===== src/rtl/pipeline_hazard_unit.sv =====
// Hazard controller for the 5-stage pipeline: EX operand forwarding, load-use bubbles,
// data-memory freeze with timeout, branch flushes, and saturating stall/flush counters.
module pipeline_hazard_unit #(
   parameter int unsigned XLEN        = 64,
   parameter int unsigned NREG        = 32,
   parameter int unsigned RA_W        = $clog2(NREG),
   parameter int unsigned BR_STAGE    = 3,
   parameter int unsigned CNT_W       = 32,
   parameter int unsigned MEM_TIMEOUT = 255
) (
   input  logic             clk,
   input  logic             rst,
   input  logic [RA_W-1:0]  id_rs1,
   input  logic [RA_W-1:0]  id_rs2,
   input  logic             id_uses_rs1,
   input  logic             id_uses_rs2,
   input  logic [RA_W-1:0]  ex_rs1,
   input  logic [RA_W-1:0]  ex_rs2,
   input  logic [XLEN-1:0]  ex_rs1_data,
   input  logic [XLEN-1:0]  ex_rs2_data,
   input  logic [RA_W-1:0]  ex_rd,
   input  logic             ex_mem_read,
   input  logic             ex_reg_write,
   input  logic [RA_W-1:0]  mem_rd,
   input  logic             mem_reg_write,
   input  logic [XLEN-1:0]  mem_alu_result,
   input  logic             mem_req,
   input  logic             mem_ready,
   input  logic [RA_W-1:0]  wb_rd,
   input  logic             wb_reg_write,
   input  logic [XLEN-1:0]  wb_data,
   input  logic             branch_taken,
   output logic             pc_write,
   output logic             ifid_write,
   output logic             idex_write,
   output logic             exmem_write,
   output logic             ifid_flush,
   output logic             idex_flush,
   output logic             exmem_flush,
   output logic             memwb_bubble,
   output logic [1:0]       fwd_a_sel,
   output logic [1:0]       fwd_b_sel,
   output logic [XLEN-1:0]  ex_op_a,
   output logic [XLEN-1:0]  ex_op_b,
   output logic [CNT_W-1:0] stall_count,
   output logic [CNT_W-1:0] flush_count,
   output logic             mem_timeout
);

   localparam int unsigned WAIT_W = (MEM_TIMEOUT < 2) ? 1 : $clog2(MEM_TIMEOUT);
   localparam logic [WAIT_W-1:0] WAIT_LAST = WAIT_W'(MEM_TIMEOUT - 1);

   typedef enum logic [1:0] {S_RUN, S_MEM_WAIT, S_ERROR} state_e;

   state_e             state_q, state_d;
   logic [WAIT_W-1:0]  wait_q, wait_d;
   logic [CNT_W-1:0]   stall_q, flush_q;
   logic               freeze, load_use, stall_evt, flush_evt;

   // ex_reg_write is implied by ex_mem_read for loads; kept on the port for drop-in wiring.
   logic unused_ex_reg_write;
   assign unused_ex_reg_write = ex_reg_write;

   function automatic logic [1:0] fwd_sel(input logic [RA_W-1:0] r);
      if (mem_reg_write && mem_rd == r && r != '0)    return 2'b10;
      else if (wb_reg_write && wb_rd == r && r != '0) return 2'b01;
      else                                             return 2'b00;
   endfunction

   always_comb begin
      fwd_a_sel = '0;
      fwd_b_sel = '0;
      if (!rst) begin
         fwd_a_sel = fwd_sel(ex_rs1);
         fwd_b_sel = fwd_sel(ex_rs2);
      end
      case (fwd_a_sel)
         2'b10:   ex_op_a = mem_alu_result;
         2'b01:   ex_op_a = wb_data;
         default: ex_op_a = ex_rs1_data;
      endcase
      case (fwd_b_sel)
         2'b10:   ex_op_b = mem_alu_result;
         2'b01:   ex_op_b = wb_data;
         default: ex_op_b = ex_rs2_data;
      endcase
   end

   assign freeze   = mem_req && !mem_ready;
   assign load_use = ex_mem_read && ex_rd != '0 &&
                     ((id_uses_rs1 && id_rs1 == ex_rd) || (id_uses_rs2 && id_rs2 == ex_rd));

   always_comb begin
      pc_write     = 1'b0;
      ifid_write   = 1'b0;
      idex_write   = 1'b0;
      exmem_write  = 1'b0;
      ifid_flush   = 1'b0;
      idex_flush   = 1'b0;
      exmem_flush  = 1'b0;
      memwb_bubble = 1'b0;
      stall_evt    = 1'b0;
      flush_evt    = 1'b0;
      state_d      = state_q;
      wait_d       = wait_q;
      if (rst) begin
         state_d = S_RUN;
         wait_d  = '0;
      end else if (state_q == S_ERROR) begin
         memwb_bubble = 1'b1;
      end else if (freeze) begin
         // wait_q counts frozen cycles already completed, including the one seen in RUN
         memwb_bubble = 1'b1;
         stall_evt    = 1'b1;
         if (wait_q >= WAIT_LAST) begin
            state_d = S_ERROR;
         end else begin
            state_d = S_MEM_WAIT;
            wait_d  = wait_q + 1'b1;
         end
      end else begin
         state_d     = S_RUN;
         wait_d      = '0;
         pc_write    = 1'b1;
         ifid_write  = 1'b1;
         idex_write  = 1'b1;
         exmem_write = 1'b1;
         if (branch_taken) begin
            ifid_flush  = 1'b1;
            idex_flush  = 1'b1;
            exmem_flush = (BR_STAGE == 3);
            flush_evt   = 1'b1;
         end else if (load_use) begin
            pc_write   = 1'b0;
            ifid_write = 1'b0;
            idex_flush = 1'b1;
            stall_evt  = 1'b1;
         end
      end
   end

   always_ff @(posedge clk or posedge rst) begin
      if (rst) begin
         state_q <= S_RUN;
         wait_q  <= '0;
         stall_q <= '0;
         flush_q <= '0;
      end else begin
         state_q <= state_d;
         wait_q  <= wait_d;
         if (stall_evt && stall_q != '1) stall_q <= stall_q + 1'b1;
         if (flush_evt && flush_q != '1) flush_q <= flush_q + 1'b1;
      end
   end

   assign stall_count = stall_q;
   assign flush_count = flush_q;
   assign mem_timeout = (state_q == S_ERROR);

endmodule


===== config.mk =====
export PLATFORM = sky130hd
export DESIGN_NAME = pipeline_hazard_unit
export DESIGN_NICKNAME = d
export VERILOG_FILES = /design/src/rtl/pipeline_hazard_unit.sv
export SDC_FILE = /design/constraint.sdc
export NUM_CORES = 1
export LEC_CHECK = 0
export CORE_AREA = 2 2 199 201
export DETAILED_ROUTE_END_ITERATION = 10
export DIE_AREA = 0 0 201 203
export SYNTH_ARGS = -nofsm -noshare
export SYNTH_HDL_FRONTEND = slang
export SYNTH_SLANG_ARGS = --single-unit

===== constraint.sdc =====
create_clock -name clk -period 10.8 [get_ports clk]
set_clock_uncertainty 0.05 [all_clocks]
set_input_delay 1.62 -clock clk [delete_from_list [all_inputs] [get_ports clk]]
set_output_delay 1.62 -clock clk [all_outputs]
set_load 0.01 [all_outputs]

### Yosys cells after proc, flatten, opt, wreduce, memory -nomap -nowiden

Index checks and enable logic that the tools add are counted.

* reduce and logical (&&, ||, !) cells: 21
* $lt $le $gt $ge: 1
* add/sub/neg operators: 3
* equality and inequality tests: 15
* muxes and demuxes: 40

Operator list (number)
* one-hot mux 64 bit (2 select lines): 2
* adder 32 x 1 -> 32 bit (second input constant): 2
* inequality test 32 bit (second input constant): 2
* 2-to-1 mux 8 bit: 4
* equality test 5 bit: 6
* 2-to-1 mux 1 bit: 26
* 2-to-1 mux 2 bit: 8
* logical AND 1 bit: 15
* nonzero test 5 bit: 3
* adder 8 x 1 -> 8 bit (second input constant): 1
* >= comparator 8 bit (second input constant): 1
* equality test 2 bit (second input constant): 3
* equality test 2 x 1 -> 1 bit (second input constant): 2
* inequality test 3 bit (second input constant): 1
* inequality test 2 bit (second input constant): 1
* AND reduction 2 bit: 1
* zero test 1 bit: 1
* logical OR 1 bit: 1

* flip-flop bits (word level): 74
* output and inout port bits: 205

### Longest topological paths before layout

* word-level depth: 10
* gate-level depth with buffers: 10
* mapped depth without buffers: 8

### Least setup slack after synthesis

Ideal clock, no wire load.

* path kind: input to output
* from: input port rst
* to: output port ex_op_a[0]
* stages: 8
* buffers on the path: 3
* slack: 4.353 ns
* required time: 9.130 ns
* arrival: 4.777 ns
* cells stage by stage: inv_1 -> nand2_1 -> ha_1 -> clkbuf_1 -> clkbuf_1 -> clkbuf_1 -> nand2_1 -> o21ai_0

* word-level cells in the longest chain between the ends: 3

RTL lines
* start: declaration: line 12 `input logic rst,`
* 2-to-1 mux 2 bit *: line 73 `if (!rst) begin`
* equality test 2 x 1 -> 1 bit / equality test 2 bit (equally long branches): line 77 `case (fwd_a_sel)`
* one-hot mux 64 bit (2 select lines) *: line 77
* end: declaration: line 43 `output logic [XLEN-1:0] ex_op_a,`

Mark *: on every way between the ends. The rest lies on a longest branch, timed or not.

### Worst setup path in the final report

* from: input port ex_rs1[2]
* to: output port ex_op_a[25]

* word-level cells in the longest chain between the ends: 8

RTL lines
* start: declaration: line 17 `input logic [RA_W-1:0] ex_rs1,`
* equality test 5 bit: line 66 `else if (wb_reg_write && wb_rd == r && r != '0) return 2'b01;`
* logical AND 1 bit (2 in series): line 66
* 2-to-1 mux 1 bit: line 66
* 2-to-1 mux 2 bit *: line 65 `if (mem_reg_write && mem_rd == r && r != '0) return 2'b10;`
* 2-to-1 mux 2 bit *: line 73
* equality test 2 x 1 -> 1 bit / equality test 2 bit (equally long branches): line 77
* one-hot mux 64 bit (2 select lines) *: line 77

Marks and branches as above.

==> impl_metrics.py <==
metrics = {
    "worst_setup_path": {
        "critPathLaunchType": "primary input",
        "worstPathMaxFanout": 73,
        "worstSetupPathType": "primary input to output port",
        "worstPathArrival_ps": 6040,
        "crit_required_ps": 9130,
        "cp-end-kind": "output port",
    },
    "cts": {
        "cts_setup_buffers": 0,
        "hold_buffers": 0,
        "cts.sinks": 74,
        "cts_root_buf": "clkbuf_16",
        "cts_max_level": 3,
        "clockBufferDepth": 2,
        "post_cts.resized_instances": 0,
        "clk_pin_slew_ps": 60,
        "cts_tree": "done",
        "clock_latency_ps": 340,
        "numCtsBuffers": 9,
    },
    "power_and_ir_drop": {
        "ir_drop_uv": 84.4,
        "finalPower_w": 0.00103,
        "power.density_mw_per_mm2": 82.9,
        "p_leak_nw": 4.71,
    },
    "run": {
        "maxCapViolations": 0,
    },
    "sta": {
        "final_hold_viol_count": 0,
        "rsz0062_at_grt": "no",
        "finalMaxSlewViolations": 0,
        "whs_ps": 444,
        "max_freq_mhz": 130,
        "finalCritPeriodShare": 0.714,
        "setup_viol": 0,
        "slew_headroom": 0.312,
        "fin_crit_ps": 7710,
        "fin_tns_setup_ps": 0,
        "worst_slew_pin_slew_ps": 1020,
        "setup_slack_ps": 3090,
    },
    "global_routing": {
        "grt_pass1_wl_mm": 55.4,
        "grt_max_degree": 85,
        "grt_overflow": 0,
        "gr-usage-met3": 0.0366,
        "use_met2": 0.331,
        "top_usage_layer": "met2",
        "grtUsageMet1": 0.209,
        "grt_pass1_vias": 8529,
        "grt_use_total": 0.180,
        "antenna_found_initial": 19,
    },
    "logic_synthesis": {
        "synth_area_mm2": 0.00657,
        "synth_seq_cells": 74,
        "yosysSeqAreaShare": 0.282,
        "synthTopCellsByCount": "162 x nand2_1, 137 x o21ai_0, 128 x a22oi_1",
        "yosysUniqueCellTypes": 56,
        "synth.most_common_cell": "nand2_1",
        "synthArstFlopShare": 1.00,
        "synth_top_cell_by_area": "dfrtp_1",
        "syn_avg_cell_area_um2": 7.69,
        "synth.area.top_cells": "dfrtp_1 28%, a22oi_1 15%, o21ai_0 10%",
        "ys_warn_count": 0,
        "synth_nets": 1164,
        "synth-edff-count": 0,
        "synth_top_area_frac": 0.282,
        "ys.flop_type": "dfrtp_1",
        "syn_inst": 854,
    },
    "floorplan": {
        "die-area_mm2": 0.0408,
        "die_w_um": 201,
        "placeableCoreArea_mm2": 0.0385,
        "num_rows": 72,
        "ioPinCount": 507,
        "initial_utilization": 0.171,
        "die_h_um": 203,
    },
    "cells_and_area": {
        "area_growth_pct": 88.5,
        "num-fill-cells": 4066,
        "final_net_count": 1619,
        "layout-drive-gt1-share": 0.0465,
        "final_cells": 1837,
    },
    "drt": {
        "drtPass1Iterations": 5,
        "wl_mm": 38.8,
        "detail-route-antenna-nets": 0,
        "dr.first_iter.drc_count": 606,
        "routedWlPerCell_um": 21.1,
        "vias_per_cell": 4.67,
        "route.detailed.drc": 0,
        "via_count": 8578,
    },
    "outcome": {
        "outcome": "finished clean",
    },
    "placed_design": {
        "post-place-ws_ps": 3090,
        "io_buffers": 505,
        "place.gp.congestion": 0.917,
        "hpwl_mm": 31.6,
        "place_inst": 1816,
    },
    "min_path": {
        "hp-class": "flip-flop to flip-flop",
    },
}
==> final timing paths <==
kind / startpoint / endpoint / slack (ps) / cells past startpoint
hold / removal: flush_count[15]$_DFFE_PP0P_ / flush_count[15]$_DFFE_PP0P_ / 440 / 1
setup / recovery: ex_rs1[2] / ex_op_a[25] / 3090 / 10
min in group asynchronous: rst / stall_count[17]$_DFFE_PP0P_ / 2130 / 3
max in group asynchronous: rst / flush_count[25]$_DFFE_PP0P_ / 7930 / 3
hold reg to reg: flush_count[15]$_DFFE_PP0P_ / flush_count[15]$_DFFE_PP0P_ / 440 / 1
setup reg to reg: stall_count[0]$_DFFE_PP0P_ / stall_count[1]$_DFFE_PP0P_ / 8410 / 6
==> state kept, by name, indices dropped and copies added (netlist names) <==
name	flops
wait_q	8
state_q	2
flush_count	32
stall_count	32
==> cells by family (layout without fill, tap and decap cells) <==
| logic type | after synthesis | count (layout) | share of synthesized area |
|---|---|---|---|
| adder cells (fa/ha/maj) | 8 | 8 | 0.0152 |
| AND/OR/NAND/NOR | 310 | 310 | 0.246 |
| XOR/XNOR | 92 | 92 | 0.123 |
| buffers and inverters | 82 | 541 | 0.0532 |
| multiplexers | 3 | 3 | 0.00496 |
| AO/OA/AOI/OAI | 285 | 285 | 0.276 |
| other | 0 | 6 | 0 |
| flip-flops | 74 | 74 | 0.282 |
==> worst max-delay path, cell delays in order <==
cell and delay (ps):
clkdlybuf4s50_1 480, or4_1 540, nor2_1 130, nor4_1 80
nor4_1 860, ha_4 660, buf_4 540, nand2_1 130
o21ai_0 250, clkdlybuf4s50_1 660
==> cell usage in the layout (no fill, tap or decap), drive strengths merged, types with 2 or more instances in the layout <==
cell type	netlist	layout
ha	8	8
xor2	34	34
clkinv	1	3
nand3	25	25
nor2	24	24
nor2b	5	5
a22oi	128	128
nand4	32	32
clkdlybuf4s50	0	505
diode	0	6
nor3	17	17
xnor2	58	58
inv	15	16
buf	21	5
and3	15	15
nor4	12	12
or4	3	3
o21a	2	2
a21oi	6	6
clkbuf	45	9
and2	2	2
o21ai	138	138
nand2	163	163
bufinv	0	2
nand2b	2	2
dfrtp	74	74
and4	5	5
mux2	2	2
or3	3	3
==> layout make-up <==
type / count / area (um2) / share of cell area
antenna: 6 / 15.0 / 0.00121
clock buffer: 9 / 225 / 0.0182
clock inverter: 6 / 90.1 / 0.00728
inverter: 16 / 61.3 / 0.00495
multi-input combinational: 698 / 4390 / 0.355
sequential: 74 / 1850 / 0.150
tap: 518 / 648 / 0.0524
timing repair buffer: 510 / 5090 / 0.411
==> stage by stage <==
step | utilization | area, um2
final | 0.322 | 12400
after global routing | 0.322 | 12400
after CTS | 0.321 | 12400
after detailed placement | 0.313 | 12000
after global placement | 0.313 | 12000
after floorplan | - | 6570
==> metal layers <==
layer,vias to the layer above,routed length [um]
met4,2,1170
met5,-,13
met3,67,2550
met2,404,20000
li1,4028,-
met1,4077,15000
==> where the power goes <==
part / switching, W / internal, W / total, W / leakage (nW)
logic: 0.000147 / 0.000224 / 0.000371 / 3.56
registers: 0.0000329 / 0.000299 / 0.000332 / 0.993
clock network: 0.000122 / 0.000202 / 0.000324 / 0.152
Power figures use the tool's default switching activity.
